===== config.mk =====
export PLATFORM = sky130hd
export DESIGN_NAME = debug_reg_dump_flat
export DESIGN_NICKNAME = d
export VERILOG_FILES = /design/src/rtl/debug_reg_dump_if.sv /design/src/rtl/debug_reg_dump.sv /design/src/flat_wrapper.sv
export SDC_FILE = /design/constraint.sdc
export NUM_CORES = 1
export LEC_CHECK = 0
export CORE_MARGIN = 2
export CORE_UTILIZATION = 40
export DETAILED_ROUTE_END_ITERATION = 12
export PLACE_DENSITY = 0.63
export SETUP_SLACK_MARGIN = 0.2
export SYNTH_ARGS = -nofsm -noshare
export SYNTH_HDL_FRONTEND = slang
export SYNTH_SLANG_ARGS = --single-unit

===== constraint.sdc =====
create_clock -name i_clk -period 3 [get_ports i_clk]
set_input_delay 0.45 -clock i_clk [delete_from_list [all_inputs] [get_ports i_clk]]
set_output_delay 0.45 -clock i_clk [all_outputs]
set_load 0.03 [all_outputs]

===== src/rtl/debug_reg_dump_if.sv =====
// debug_reg_dump_if: start/status, register-file debug read port and byte stream of debug_reg_dump
interface debug_reg_dump_if #(
  parameter int REGS  = 5,
  parameter int NBITS = 32
);
  logic             i_Start;
  logic [REGS-1:0]  o_RegDebug;
  logic [NBITS-1:0] i_DatoDebug;
  logic             o_TxValid;
  logic             i_TxReady;
  logic [7:0]       o_TxDato;
  logic             o_Busy;
  logic             o_Done;
  modport master (
    input  i_Start, i_DatoDebug, i_TxReady,
    output o_RegDebug, o_TxValid, o_TxDato, o_Busy, o_Done
  );
  modport slave (
    output i_Start, i_DatoDebug, i_TxReady,
    input  o_RegDebug, o_TxValid, o_TxDato, o_Busy, o_Done
  );
endinterface


===== src/rtl/debug_reg_dump.sv =====
// debug_reg_dump: walks register indices 0..CELDAS-1 and streams each value LSB-first as bytes; DEBUG_DUMP_HEADER_EN prepends an 8'hA5 header byte
module debug_reg_dump #(
  parameter int REGS   = 5,
  parameter int NBITS  = 32,
  parameter int CELDAS = 32
) (
  input logic               i_clk,
  input logic               i_reset,
  debug_reg_dump_if.master  bus
);
  localparam int NB = NBITS / 8;
  localparam int CW = (NB > 1) ? $clog2(NB) : 1;
`ifdef DEBUG_DUMP_HEADER_EN
  typedef enum logic [2:0] {IDLE, HDR, LOAD, SEND, DONE} state_t;
`else
  typedef enum logic [2:0] {IDLE, LOAD, SEND, DONE} state_t;
`endif
  state_t           state_q, state_d;
  logic [REGS-1:0]  idx_q, idx_d;
  logic [NBITS-1:0] shift_q, shift_d;
  logic [CW-1:0]    cnt_q, cnt_d;
  // state, index, captured word and byte position
  always_ff @(posedge i_clk or posedge i_reset) begin
    if (i_reset) begin
      state_q <= IDLE;
      idx_q   <= '0;
      shift_q <= '0;
      cnt_q   <= '0;
    end else begin
      state_q <= state_d;
      idx_q   <= idx_d;
      shift_q <= shift_d;
      cnt_q   <= cnt_d;
    end
  end
  // sequencing: start, optional header, capture one register, drain its bytes, advance or finish
  always_comb begin
    state_d = state_q;
    idx_d   = idx_q;
    shift_d = shift_q;
    cnt_d   = cnt_q;
    case (state_q)
      IDLE: if (bus.i_Start) begin
        idx_d = '0;
`ifdef DEBUG_DUMP_HEADER_EN
        state_d = HDR;
`else
        state_d = LOAD;
`endif
      end
`ifdef DEBUG_DUMP_HEADER_EN
      HDR: state_d = bus.i_TxReady ? LOAD : HDR;
`endif
      LOAD: begin
        shift_d = bus.i_DatoDebug;
        cnt_d   = '0;
        state_d = SEND;
      end
      SEND: if (bus.i_TxReady) begin
        if (cnt_q != CW'(NB - 1)) begin
          shift_d = shift_q >> 8;
          cnt_d   = cnt_q + 1'b1;
        end else if (idx_q == REGS'(CELDAS - 1)) begin
          state_d = DONE;
        end else begin
          idx_d   = idx_q + 1'b1;
          state_d = LOAD;
        end
      end
      DONE: state_d = IDLE;
      default: state_d = IDLE;
    endcase
  end
`ifdef DEBUG_DUMP_HEADER_EN
  assign bus.o_TxValid = (state_q == SEND) || (state_q == HDR);
  assign bus.o_TxDato  = (state_q == HDR) ? 8'hA5 : shift_q[7:0];
`else
  assign bus.o_TxValid = state_q == SEND;
  assign bus.o_TxDato  = shift_q[7:0];
`endif
  assign bus.o_RegDebug = idx_q;
  assign bus.o_Busy     = state_q != IDLE;
  assign bus.o_Done     = state_q == DONE;
endmodule

===== src/flat_wrapper.sv =====
// flat-port wrapper written by rule: the top's interface ports become plain ports
module debug_reg_dump_flat 
#(
  parameter int REGS   = 5,
  parameter int NBITS  = 32,
  parameter int CELDAS = 32
)
  (i_clk, i_reset, bus_i_Start, bus_i_DatoDebug, bus_i_TxReady, bus_o_RegDebug, bus_o_TxValid, bus_o_TxDato, bus_o_Busy, bus_o_Done);
  debug_reg_dump_if #(.REGS(REGS), .NBITS(NBITS)) bus_i ();
  input logic i_clk;
  input logic i_reset;
  input wire logic [$bits(bus_i.i_Start)-1:0] bus_i_Start;
  input wire logic [$bits(bus_i.i_DatoDebug)-1:0] bus_i_DatoDebug;
  input wire logic [$bits(bus_i.i_TxReady)-1:0] bus_i_TxReady;
  output wire logic [$bits(bus_i.o_RegDebug)-1:0] bus_o_RegDebug;
  output wire logic [$bits(bus_i.o_TxValid)-1:0] bus_o_TxValid;
  output wire logic [$bits(bus_i.o_TxDato)-1:0] bus_o_TxDato;
  output wire logic [$bits(bus_i.o_Busy)-1:0] bus_o_Busy;
  output wire logic [$bits(bus_i.o_Done)-1:0] bus_o_Done;
  assign bus_i.i_Start = bus_i_Start;
  assign bus_i.i_DatoDebug = bus_i_DatoDebug;
  assign bus_i.i_TxReady = bus_i_TxReady;
  assign bus_o_RegDebug = bus_i.o_RegDebug;
  assign bus_o_TxValid = bus_i.o_TxValid;
  assign bus_o_TxDato = bus_i.o_TxDato;
  assign bus_o_Busy = bus_i.o_Busy;
  assign bus_o_Done = bus_i.o_Done;
  debug_reg_dump #(.REGS(REGS), .NBITS(NBITS), .CELDAS(CELDAS)) u_core (.i_clk(i_clk), .i_reset(i_reset), .bus(bus_i));
endmodule

Word-level counts from Yosys, hierarchy flattened --
Index checks and enable logic that the tools add are counted.
Storage, ports and cells: output and inout bits 16, flip-flop bits (word level) 42, input bits 36, word-level logic and storage cells 39
Operators by class: $add $sub $neg 2, reductions and logical operators 7, muxes and demuxes 16, eq/ne operators 10
Operators by type and width (number):
- 32-bit two-way mux | 2
- 32-bit case mux with 2 select lines | 1
- 5-bit two-way mux | 4
- 2-bit inequality test (second input constant) | 5
- 5-bit case mux with 2 select lines | 1
- 3-bit two-way mux | 3
- 3-bit case mux with 3 select lines | 1
- 3-bit by 2-bit == test with 1-bit output (second input constant) | 2
- 2-bit two-way mux | 3
- 3-bit AND reduction | 2
- 5-bit by 1-bit adder with 5-bit output (second input constant) | 1
- 5-bit == test (second input constant) | 1
- 5-bit AND reduction | 1
- 2-bit case mux with 2 select lines | 1
- 2-bit nonzero test | 2
- 3-bit by 1-bit == test with 1-bit output (second input constant) | 1
- 3-bit logical NOT | 1
- 3-bit nonzero test | 1
- 2-bit by 1-bit adder with 2-bit output (second input constant) | 1
- 2-bit by 1-bit inequality test with 1-bit output (second input constant) | 1

Logic depth before layout (Yosys ltp) --
Gate-level depths: netlist (run 1).
word-level depth 5, depth in mapped cells 7, depth with buffers taken out 6

Worst setup path before layout (run 1) --
OpenSTA, ideal clock, no wires.
path kind register to register, start point register u_core.idx_q[0], in the netlist u_core.bus.o_RegDebug[0], end point register u_core.idx_q[3], in the netlist u_core.bus.o_RegDebug[3], library setup time 0.069 ns, required time 2.931 ns, path slack 0.992 ns, buffers on the path 0, stages on the path, launching flop included 7, clock period less this slack 2.008 ns, data arrival time 1.939 ns, cell sequence dfrtp_1 -> ha_1 -> and3_1 -> ha_1 -> nand3b_1 -> or4_1 -> nand3_1
Between the ends: word-level cells in the longest chain between the ends 5, elaborated cells on any way between the ends 8, classes of those cells 1 x add/sub; 2 x eq/ne; 4 x mux; 1 x reduce/logical
RTL lines:
- start: declaration | line debug_reg_dump.sv:19 | logic [REGS-1:0] idx_q, idx_d;
- start signal: assignment | line debug_reg_dump.sv:31 | idx_q <= idx_d;
- 5-bit by 1-bit adder with 5-bit output | line debug_reg_dump.sv:66 | idx_d = idx_q + 1'b1;
- 5-bit two-way mux | line debug_reg_dump.sv:63 | end else if (idx_q == REGS'(CELDAS - 1)) begin
- 5-bit two-way mux | line debug_reg_dump.sv:60 | if (cnt_q != CW'(NB - 1)) begin
- 5-bit two-way mux | line debug_reg_dump.sv:59 | SEND: if (bus.i_TxReady) begin
- 5-bit case mux with 2 select lines | line debug_reg_dump.sv:42 | case (state_q)
Parallel ways exist; a longest one is shown, timed or not. The select of a mux whose other input is x is not followed. A chain may end at the register's enable or synchronous reset.

Worst setup path after layout (run 1) --
start point register u_core.state_q[1], end point output port bus_o_TxValid
Between the ends: word-level cells in the longest chain between the ends 1
RTL lines:
- start: declaration | line debug_reg_dump.sv:18 | state_t state_q, state_d;
- start signal: assignment | line debug_reg_dump.sv:30 | state_q <= state_d;
- 3-bit by 2-bit == test with 1-bit output | line debug_reg_dump.sv:78 | assign bus.o_TxValid = state_q == SEND;
- end: declaration | line flat_wrapper.sv:16 | output wire logic [$bits(bus_i.o_TxValid)-1:0] bus_o_TxValid;
No other way between the ends.

==> results of run 1 <==
## sequential cells by signal, indices dropped and copies added, names as in the netlist
signal / flops
u_core.bus.o_RegDebug: 5
u_core.cnt_q: 2
u_core.shift_q: 32
u_core.state_q: 2
## metrics by stage
step / hold slack (ps) / utilization, % / instance area [sq um]
6_report: 451.0 / 52.87 / 2700
5_1_grt: 497.6 / 52.87 / 2700
4_1_cts: 460.0 / 52.87 / 2700
3_5_place_dp: 518.2 / 50.59 / 2584
3_3_place_gp: 513.2 / 50.59 / 2584
2_1_floorplan: 501.8 / - / 2106
## area by class of cell
cell class / instances / area share, %
clock buffers: 7 / 3.197
repair buffers: 58 / 20.85
clock inverters: 1 / 1.112
flip-flops and latches: 41 / 38.00
inverters: 3 / 0.4171
multi-input cells: 166 / 33.18
well taps: 70 / 3.244
## placed cells by master (no fill, tap or decap), drive strengths merged, types with 2 or more instances in the layout
master,count
ha,3
a31oi,24
nor3,24
clkdlybuf4s50,51
nand2b,4
dfrtp,41
nand2,76
or3,2
o21ai,2
a21oi,9
nand3,10
clkbuf,7
clkinv,2
buf,7
## worst max-delay path: cells and delay by family, from the launching register on
family,cells,cell delay (ps)
buffers and inverters,2,770
and+or+nand+nor,1,140
DFF,1,630
## path summary, 6_finish.rpt
kind,endpoint,depth (start not counted),startpoint
worst min register to register,u_core.shift_q[27]$_DFFE_PP0P_,2,u_core.shift_q[27]$_DFFE_PP0P_
worst max-delay path,bus_o_TxValid,3,u_core.state_q[1]$_DFFE_PP0P_
min in group i_clk,u_core.shift_q[27]$_DFFE_PP0P_,2,u_core.shift_q[27]$_DFFE_PP0P_
worst max register to register,u_core.bus.o_RegDebug[3]$_DFFE_PP0P_,6,u_core.bus.o_RegDebug[0]$_DFFE_PP0P_
max in group asynchronous,u_core.shift_q[29]$_DFFE_PP0P_,3,i_reset
worst min-delay path,u_core.shift_q[6]$_DFFE_PP0P_,2,i_reset
## kinds of logic after synthesis
| logic type | after synthesis |
|---|---|
| and+or+nand+nor | 125 |
| DFF | 41 |
| AOI/OAI and AO/OA | 38 |
| buffers and inverters | 30 |
| adders and majority gates | 3 |
## metal layers
metal	share of wire (%)	wire (um)
met5	0	0
met4	2.0	88
met3	4.0	178
met2	48	2129
met1	46	2023
## power groups by stage
| stage | clock network, W | registers [W] | logic (W) |
|---|---|---|---|
| floorplan | 0 | 0.000912 | 0.00103 |
| global placement | 0 | 0.000949 | 0.00121 |
| detailed placement | 0 | 0.000954 | 0.00123 |
| CTS | 0.000471 | 0.000944 | 0.00124 |
| global route | 0.000487 | 0.000981 | 0.00136 |
| finish | 0.000460 | 0.000942 | 0.00122 |
==> run_results.csv, run 1 <==
group,metric,value,unit
setup_path,cp_slowest_cell,"clkdlybuf4s50_1",
sta,timing.fmax,0.4368,GHz
drt,antenna_left,0,
sta,finalCriticalPeriod,2289,ps
sta,period_share,76.31,%
drt,drt-pass1-iter-count,4,
setup_path,crit_path_start_kind,"flip-flop",
grt,busiest_layer,"met2",
synthesis,synth_area,2106,sq um
power_and_ir_drop,irDropWorstVdd,0.0003238,V
setup_path,crit_fanout,17,
power_and_ir_drop,p_comb_share,46.5,%
floorplan,die_w,76.56,um
clock_tree,clock-root-buffer,"clkbuf_8",
grt,grt_usage,16.92,%
setup_path,worstSetupPathType,"reg -> out",
setup_path,crit_chain,"nand2b_1 > clkinv_1 > clkdlybuf4s50_1",
synthesis,yosysTopAreaCell,"dfrtp_1",
power_and_ir_drop,power,0.002621,W
synthesis,yosysWarningCount,0,
drt,wl_per_cell,12.77,um
floorplan,dieArea,5861,sq um
synthesis,ys_ff_latch,41,
sta,rsz0062_at_grt,"no",
grt,antenna_found_initial,0,
layout,drive_gt1_share,9.420,%
power_and_ir_drop,p_clk_share,17.6,%
synthesis,synthArstFlopShare,100.0,%
placement,dp_slack,904.9,ps
sta,skew,9.075,ps
sta,finalSetupViolCount,0,
synthesis,seq_area_frac_synth,48.72,%
layout,diodes,0,
run_status,status,"finished, final reports clean",
job,maxCapViolations,0,
synthesis,syn-num-nets,276,
sta,tightestPinTransition,644.7,ps
sta,fin_ws,710.8,ps
setup_path,endpoint_kind,"output pin",
clock_tree,htree_levels,2,
drt,vias_per_cell,4.922,
power_and_ir_drop,swShare,40.24,%
clock_tree,clkTransAtPathRegs,80,ps
synthesis,synth-simple-area-share,26.80,%
synthesis,synth_fa_ha_area_share,1.783,%
floorplan,initial_utilization,41.23,%
floorplan,die_y,76.56,um
power_and_ir_drop,seq_power_share,35.9,%
layout,finalNetCount,314,
placement,hpwlAfterDp,3.014,mm
synthesis,synth_top_area_share,48.72,%
synthesis,ys.flop_type,"dfrtp_1",
synthesis,avgSynthCellArea,8.885,sq um
clock_tree,numClockSinks,41,
synthesis,synth_common_cells,"nand2_1, dfrtp_1, nor3_1",
drt,num_vias,1703,
clock_tree,cts_tree,"built",
layout,syn2layout_area_growth,28.22,%
synthesis,syn_inst,237,
drt,drc,0,
power_and_ir_drop,power.switching,0.001055,W
layout,stdcell_count,346,
sta,hold_viol,0,
clock_tree,cts_setup_buffers,0,
grt,grt-ovfl-total,0,
synthesis,synth_compound_area_share,13.84,%
setup_path,r2r_slack,930,ps
power_and_ir_drop,p_per_area,970.8,nW/um^2
synthesis,synth_top_family_by_area,"simple AND/OR/NAND/NOR gates",
drt,dr.first_iter.drc_count,103,
sta,max_slew_margin,56.83,%
synthesis,synth_edf_count,0,
placement,port_buffers,51,
floorplan,core_area,5107,sq um
grt,grt_util_met2,28.50,%
placement,place_congestion,0.7574,
synthesis,synth_area_leaders,"dfrtp_1, nand2_1, a31oi_2",
layout,multiInputGateArea,895.9,sq um
floorplan,fp-row-count,26,
grt,gr-usage-met1,20.70,%
power_and_ir_drop,internal-power,0.001567,W
sta,setup_tns,0,ps
floorplan,io_pins,52,
clock_tree,cts-buffers-inserted,5,
drt,wl,4.420,mm
setup_path,max_stage_delay,670,ps
clock_tree,post_cts_resized,0,
synthesis,muxShareOfSynthArea,0,%
grt,grt_first_pass_wirelength,7.948,mm
grt,grt_pass1_vias,1785,
setup_path,cp.required,2550,ps
grt,grt_use_met3,3.791,%
synthesis,synth-xor-area-share,0,%
grt,grt_max_degree,36,
synthesis,synth_most_common_cell,"nand2_1",
synthesis,synth_cell_type_count,29,
clock_tree,clk_path_buf_depth,2,
clock_tree,clkLatencyLatePin,300,ps
clock_tree,holdBufCountCts,0,
layout,nFillCells,503,
setup_path,crit_arrival,1840,ps
power_and_ir_drop,p_leak,1.112,nW
layout,regArea,1026,sq um
sta,finalMaxSlewViolations,0,
placement,place_inst,338,
min_path,hold_path_class,"in -> async",
Power figures use the tool's default switching activity.
==> run 2, diff against run 1 <==
PLACE_DENSITY = 0.66   (was 0.63)
clock period = 2.03 ns   (was 3 ns; I/O delays follow)
==> run 2 against run 1 <==
  * Wire length up 3.6%
  * Largest power group unchanged
  * Critical endpoint is now u_core.bus.o_RegDebug[0]$_DFFE_PP0P_
  * Sequential power increased by 44%
  * Critical path type is now reg -> reg
  * Cell area is 2.2% higher
==> run_results.csv, run 2 (same netlist as run 1, synthesis figures left out) <==
group,metric,value,unit
run_status,status,"finished, final reports clean",
setup_path,crit_path_start_kind,"flip-flop",
drt,antenna_left,0,
clock_tree,clock-root-buffer,"clkbuf_8",
drt,drc,0,
placement,place_congestion,0.7592,
floorplan,die_y,76.56,um
sta,rsz0062_at_grt,"yes",
setup_path,crit_fanout,5,
setup_path,cp.required,2260,ps
drt,vias_per_cell,4.989,
sta,setup_tns,0,ps
setup_path,crit_arrival,2030,ps
clock_tree,clkLatencyLatePin,300,ps
job,maxCapViolations,0,
sta,max_slew_margin,63.04,%
layout,layout_commonest_cell,"nand2_1",
sta,finalSetupViolCount,0,
floorplan,io_pins,52,
power_and_ir_drop,power.switching,0.001573,W
power_and_ir_drop,power,0.003782,W
clock_tree,numClockSinks,41,
power_and_ir_drop,internal-power,0.002209,W
layout,top_register,"u_core.shift_q",
min_path,hold_path_class,"in -> async",
layout,stdcell_count,352,
sta,finalMaxSlewViolations,0,
power_and_ir_drop,irDropWorstVdd,0.0005890,V
power_and_ir_drop,p_comb_share,50.9,%
grt,grt_usage,16.76,%
drt,wl_per_cell,13.01,um
grt,grt_first_pass_wirelength,7.831,mm
placement,hpwlAfterDp,3.137,mm
drt,num_vias,1756,
setup_path,worstSetupPathType,"reg -> reg",
layout,drive_gt1_share,13.12,%
grt,grt-ovfl-total,0,
sta,timing.fmax,0.5554,GHz
clock_tree,htree_levels,2,
clock_tree,cts_tree,"built",
sta,hold_viol,0,
sta,skew,10.12,ps
placement,port_buffers,51,
clock_tree,clk_path_buf_depth,2,
power_and_ir_drop,p_per_area,1371,nW/um^2
floorplan,core_area,5107,sq um
clock_tree,clkTransAtPathRegs,80,ps
grt,grt_max_degree,33,
power_and_ir_drop,p_leak,1.131,nW
layout,final_core_util,54.02,%
floorplan,initial_utilization,41.23,%
sta,tightestPinTransition,550.9,ps
layout,finalNetCount,321,
drt,drt-pass1-iter-count,4,
sta,finalCriticalPeriod,1800,ps
layout,largest_reg_flops,32,
power_and_ir_drop,seq_power_share,35.8,%
layout,syn2layout_area_growth,31.02,%
sta,timing.hold.ws,294.3,ps
setup_path,endpoint_kind,"flip-flop",
grt,antenna_found_initial,0,
layout,final_cell_mix,"nand2_1, clkdlybuf4s50_1, dfrtp_1",
clock_tree,cts-buffers-inserted,5,
floorplan,die_w,76.56,um
sta,period_share,88.69,%
grt,grt_pass1_vias,1658,
drt,wl,4.578,mm
drt,dr.first_iter.drc_count,92,
layout,diodes,0,
floorplan,fp-row-count,26,
placement,place_inst,341,
power_and_ir_drop,swShare,41.60,%
power_and_ir_drop,p_clk_share,13.3,%
floorplan,dieArea,5861,sq um
[run 2: changes by cell type in the layout (fill, tap and decap cells not counted), moves of 2 or more]
| cell | before | now |
|---|---|---|
| buf_4 | 7 | 12 |
| clkdlybuf4s50_1 | 51 | 48 |
| dlygate4sd2_1 | 0 | 3 |
| dfrtp_1 | 41 | 39 |
| dfrtp_2 | 0 | 2 |
| ha_1 | 3 | 1 |
| ha_4 | 0 | 2 |
[run 2: routing by layer]
| layer | GRT usage [%] | vias to the layer above | wire length (um) |
|---|---|---|---|
| met1 | 22.99 | 803 | 2124 |
| met4 | 4.909 | 0 | 55 |
| li1 | - | 900 | - |
| met3 | 4.028 | 6 | 288 |
| met2 | 26.46 | 47 | 2109 |
| met5 | 0 | - | 0 |
[run 2: metrics by stage]
step | area [sq um] | worst slack (ps)
3_5_place_dp | 2641 | 81.77
3_3_place_gp | 2641 | 129.8
6_report | 2759 | 229.6
5_1_grt | 2759 | 123.5
4_1_cts | 2730 | 205.8
2_1_floorplan | 2128 | 130.3
[run 2: path summary, 6_finish.rpt]
kind / startpoint / end / slack (ps) / cells after the start
max: u_core.bus.o_RegDebug[1]$_DFFE_PP0P_ / u_core.bus.o_RegDebug[0]$_DFFE_PP0P_ / 230 / 6
min in group i_clk: u_core.shift_q[27]$_DFFE_PP0P_ / u_core.shift_q[27]$_DFFE_PP0P_ / 520 / 2
max in group asynchronous: i_reset / u_core.shift_q[17]$_DFFE_PP0P_ / 1170 / 3
min reg2reg: u_core.shift_q[27]$_DFFE_PP0P_ / u_core.shift_q[27]$_DFFE_PP0P_ / 520 / 2
min: i_reset / u_core.cnt_q[0]$_DFFE_PP0P_ / 290 / 2
max reg2reg: u_core.bus.o_RegDebug[1]$_DFFE_PP0P_ / u_core.bus.o_RegDebug[0]$_DFFE_PP0P_ / 230 / 6
[run 2: critical path, stage by stage, from the launching register on]
cell	delay [ps]
dfrtp_2	440
ha_4	160
and3_4	180
ha_4	140
nand3b_1	230
or4b_1	490
nand3_1	90
[run 2: final cells by class]
type                       instances  area [sq um]
fill                             478          2349
clock buffer                       6         72.57
timing repair buffer              65         628.1
sequential                        41          1028
tap                               70         87.58
inverter                           3         11.26
clock inverter                     1         5.005
multi-input combinational        166         925.9
[run 2: timing repair]
| action | 4_1_cts | 5_1_grt |
|---|---|---|
| buffers inserted | 2 | 2 |
| setup endpoints to repair | 5 | 4 |
| gates resized for setup | 3 | 2 |
| hold buffers | 0 | 0 |
| pin swaps | 0 | 4 |
[run 2: power groups by stage]
stage	Combinational [W]	Sequential [W]	Clock (W)
6_report	0.00192	0.00136	0.000504
3_5_place_dp	0.00193	0.00138	0
4_1_cts	0.00192	0.00136	0.000514
3_3_place_gp	0.00191	0.00136	0
5_1_grt	0.00214	0.00142	0.000539
2_1_floorplan	0.00152	0.00135	0
==> run 3, diff against run 2 <==
--- a/constraint.sdc
+++ b/constraint.sdc
@@ -3,2 +3,2 @@
 set_output_delay 0.3045 -clock i_clk [all_outputs]
-set_load 0.03 [all_outputs]
+set_load 0.005 [all_outputs]
==> run 3 against run 2 <==
  * Clock-buffer cell count unchanged
  * First-iteration DRC count is 2.2% higher
  * Highest routed layer unchanged
  * Clock power grew 38%
  * Sequential power barely moved
  * Fmax is 1.2% lower
  * Hold slack got worse by 37 ps
==> run_results.csv, run 3 (same netlist as run 1, synthesis figures left out) <==
group,metric,value,unit
layout,syn2layout_area_growth,35.77,%
power_and_ir_drop,p_clk_share,18.0,%
clock_tree,cts_tree,"built",
grt,grt_max_degree,26,
layout,diodes,0,
placement,port_buffers,51,
floorplan,die_w,76.56,um
layout,largest_reg_flops,32,
drt,antenna_left,0,
drt,num_vias,1777,
clock_tree,clk_path_buf_depth,2,
setup_path,cp.required,2260,ps
clock_tree,cts-buffers-inserted,5,
floorplan,die_y,76.56,um
power_and_ir_drop,internal-power,0.002454,W
floorplan,initial_utilization,41.23,%
layout,stdcell_count,360,
clock_tree,holdBufCountCts,0,
sta,rsz0062_at_grt,"yes",
sta,setup_tns,0,ps
floorplan,io_pins,52,
power_and_ir_drop,swShare,36.44,%
layout,drive_gt1_share,16.55,%
sta,finalMaxSlewViolations,0,
layout,final_cell_mix,"nand2_1, clkdlybuf4s50_1, dfrtp_1",
sta,timing.fmax,0.5485,GHz
power_and_ir_drop,p_leak,1.192,nW
clock_tree,clock-root-buffer,"clkbuf_8",
drt,vias_per_cell,4.936,
power_and_ir_drop,p_per_area,1350,nW/um^2
drt,dr.first_iter.drc_count,94,
sta,hold_viol,0,
sta,timing.hold.ws,257.0,ps
placement,place_inst,345,
sta,max_slew_margin,70.25,%
drt,wl_per_cell,13.13,um
sta,finalSetupViolCount,0,
sta,tightestPinTransition,444.3,ps
placement,hpwlAfterDp,3.314,mm
floorplan,dieArea,5861,sq um
clock_tree,clkTransAtPathRegs,80,ps
placement,place_congestion,0.7748,
clock_tree,numClockSinks,41,
min_path,hold_path_class,"in -> async",
power_and_ir_drop,seq_power_share,35.5,%
grt,grt-ovfl-total,0,
layout,layout_commonest_cell,"nand2_1",
drt,wl,4.725,mm
job,maxCapViolations,0,
setup_path,worstSetupPathType,"reg -> reg",
floorplan,fp-row-count,26,
setup_path,crit_arrival,2060,ps
layout,top_register,"u_core.shift_q",
power_and_ir_drop,irDropWorstVdd,0.0005702,V
grt,grt_usage,17.26,%
drt,drt-pass1-iter-count,4,
setup_path,crit_path_start_kind,"flip-flop",
power_and_ir_drop,p_comb_share,46.5,%
setup_path,endpoint_kind,"flip-flop",
grt,antenna_found_initial,0,
clock_tree,clkLatencyLatePin,300,ps
grt,grt_pass1_vias,1685,
power_and_ir_drop,power.switching,0.001407,W
layout,finalNetCount,328,
sta,finalCriticalPeriod,1823,ps
sta,period_share,89.80,%
grt,grt_first_pass_wirelength,8.093,mm
drt,drc,0,
run_status,status,"finished, final reports clean",
setup_path,crit_fanout,4,
sta,skew,6.658,ps
clock_tree,htree_levels,2,
floorplan,core_area,5107,sq um
## run 3: cell type report
cell class	instances	area, sq um
fillers	495	2248
flip-flops and latches	41	1028
multi-input cells	166	924.6
repair buffers	72	686.9
well taps	70	87.58
clock buffers	6	82.58
clock inverters	2	37.54
inverters	3	11.26
## run 3: worst max-delay path, cell delays in order (launching register included)
cell and delay (ps):
dfrtp_1 410, ha_2 200, and3_4 180, ha_4 150, nand3b_1 230, or4b_1 500, nand3_1 90
## run 3: stage by stage
step	cell area (sq um)	util, %	worst slack (ps)	power [W]
2_1_floorplan	2126	-	200.1	0.002638
3_3_place_gp	2669	52.25	254.1	0.003089
3_5_place_dp	2669	52.25	185.4	0.003132
4_1_cts	2829	55.39	205.6	0.003876
5_1_grt	2859	55.98	164.6	0.004186
6_report	2859	55.98	207.0	0.003861
## run 3: path summary, 6_finish.rpt
| check | from | end | slack (ps) | cells past startpoint |
|---|---|---|---|---|
| setup / recovery | u_core.bus.o_RegDebug[0]$_DFFE_PP0P_ | u_core.bus.o_RegDebug[0]$_DFFE_PP0P_ | 210 | 6 |
| min in group i_clk | u_core.shift_q[28]$_DFFE_PP0P_ | u_core.shift_q[28]$_DFFE_PP0P_ | 520 | 2 |
| hold / removal | i_reset | u_core.shift_q[7]$_DFFE_PP0P_ | 260 | 2 |
| max in group asynchronous | i_reset | u_core.state_q[0]$_DFFE_PP0P_ | 1170 | 3 |
| hold reg to reg | u_core.shift_q[28]$_DFFE_PP0P_ | u_core.shift_q[28]$_DFFE_PP0P_ | 520 | 2 |
| setup reg to reg | u_core.bus.o_RegDebug[0]$_DFFE_PP0P_ | u_core.bus.o_RegDebug[0]$_DFFE_PP0P_ | 210 | 6 |
## run 3: what timing repair did
item | in CTS | in global routing
hold endpoints to repair | 0 | 0
cloned | 0 | 0
pin swaps | 0 | 5
setup endpoints to repair | 5 | 6
gates resized for setup | 2 | 4
setup buffers | 5 | 2
## run 3: power by group through the flow
stage          registers (W)  logic (W)  clock network (W)
4_1_cts              0.00137    0.00180           0.000703
2_1_floorplan        0.00133    0.00131                  0
5_1_grt              0.00142    0.00202           0.000741
3_3_place_gp         0.00138    0.00171                  0
6_report             0.00137    0.00180           0.000695
3_5_place_dp         0.00140    0.00173                  0
## run 3: layer usage
metal	GRT usage [%]	part of all wire, %	vias up
met5	0	0	-
met4	6.000	1.3	0
met3	3.081	4.1	9
met2	27.52	48	45
met1	23.70	46	815
li1	-	-	908
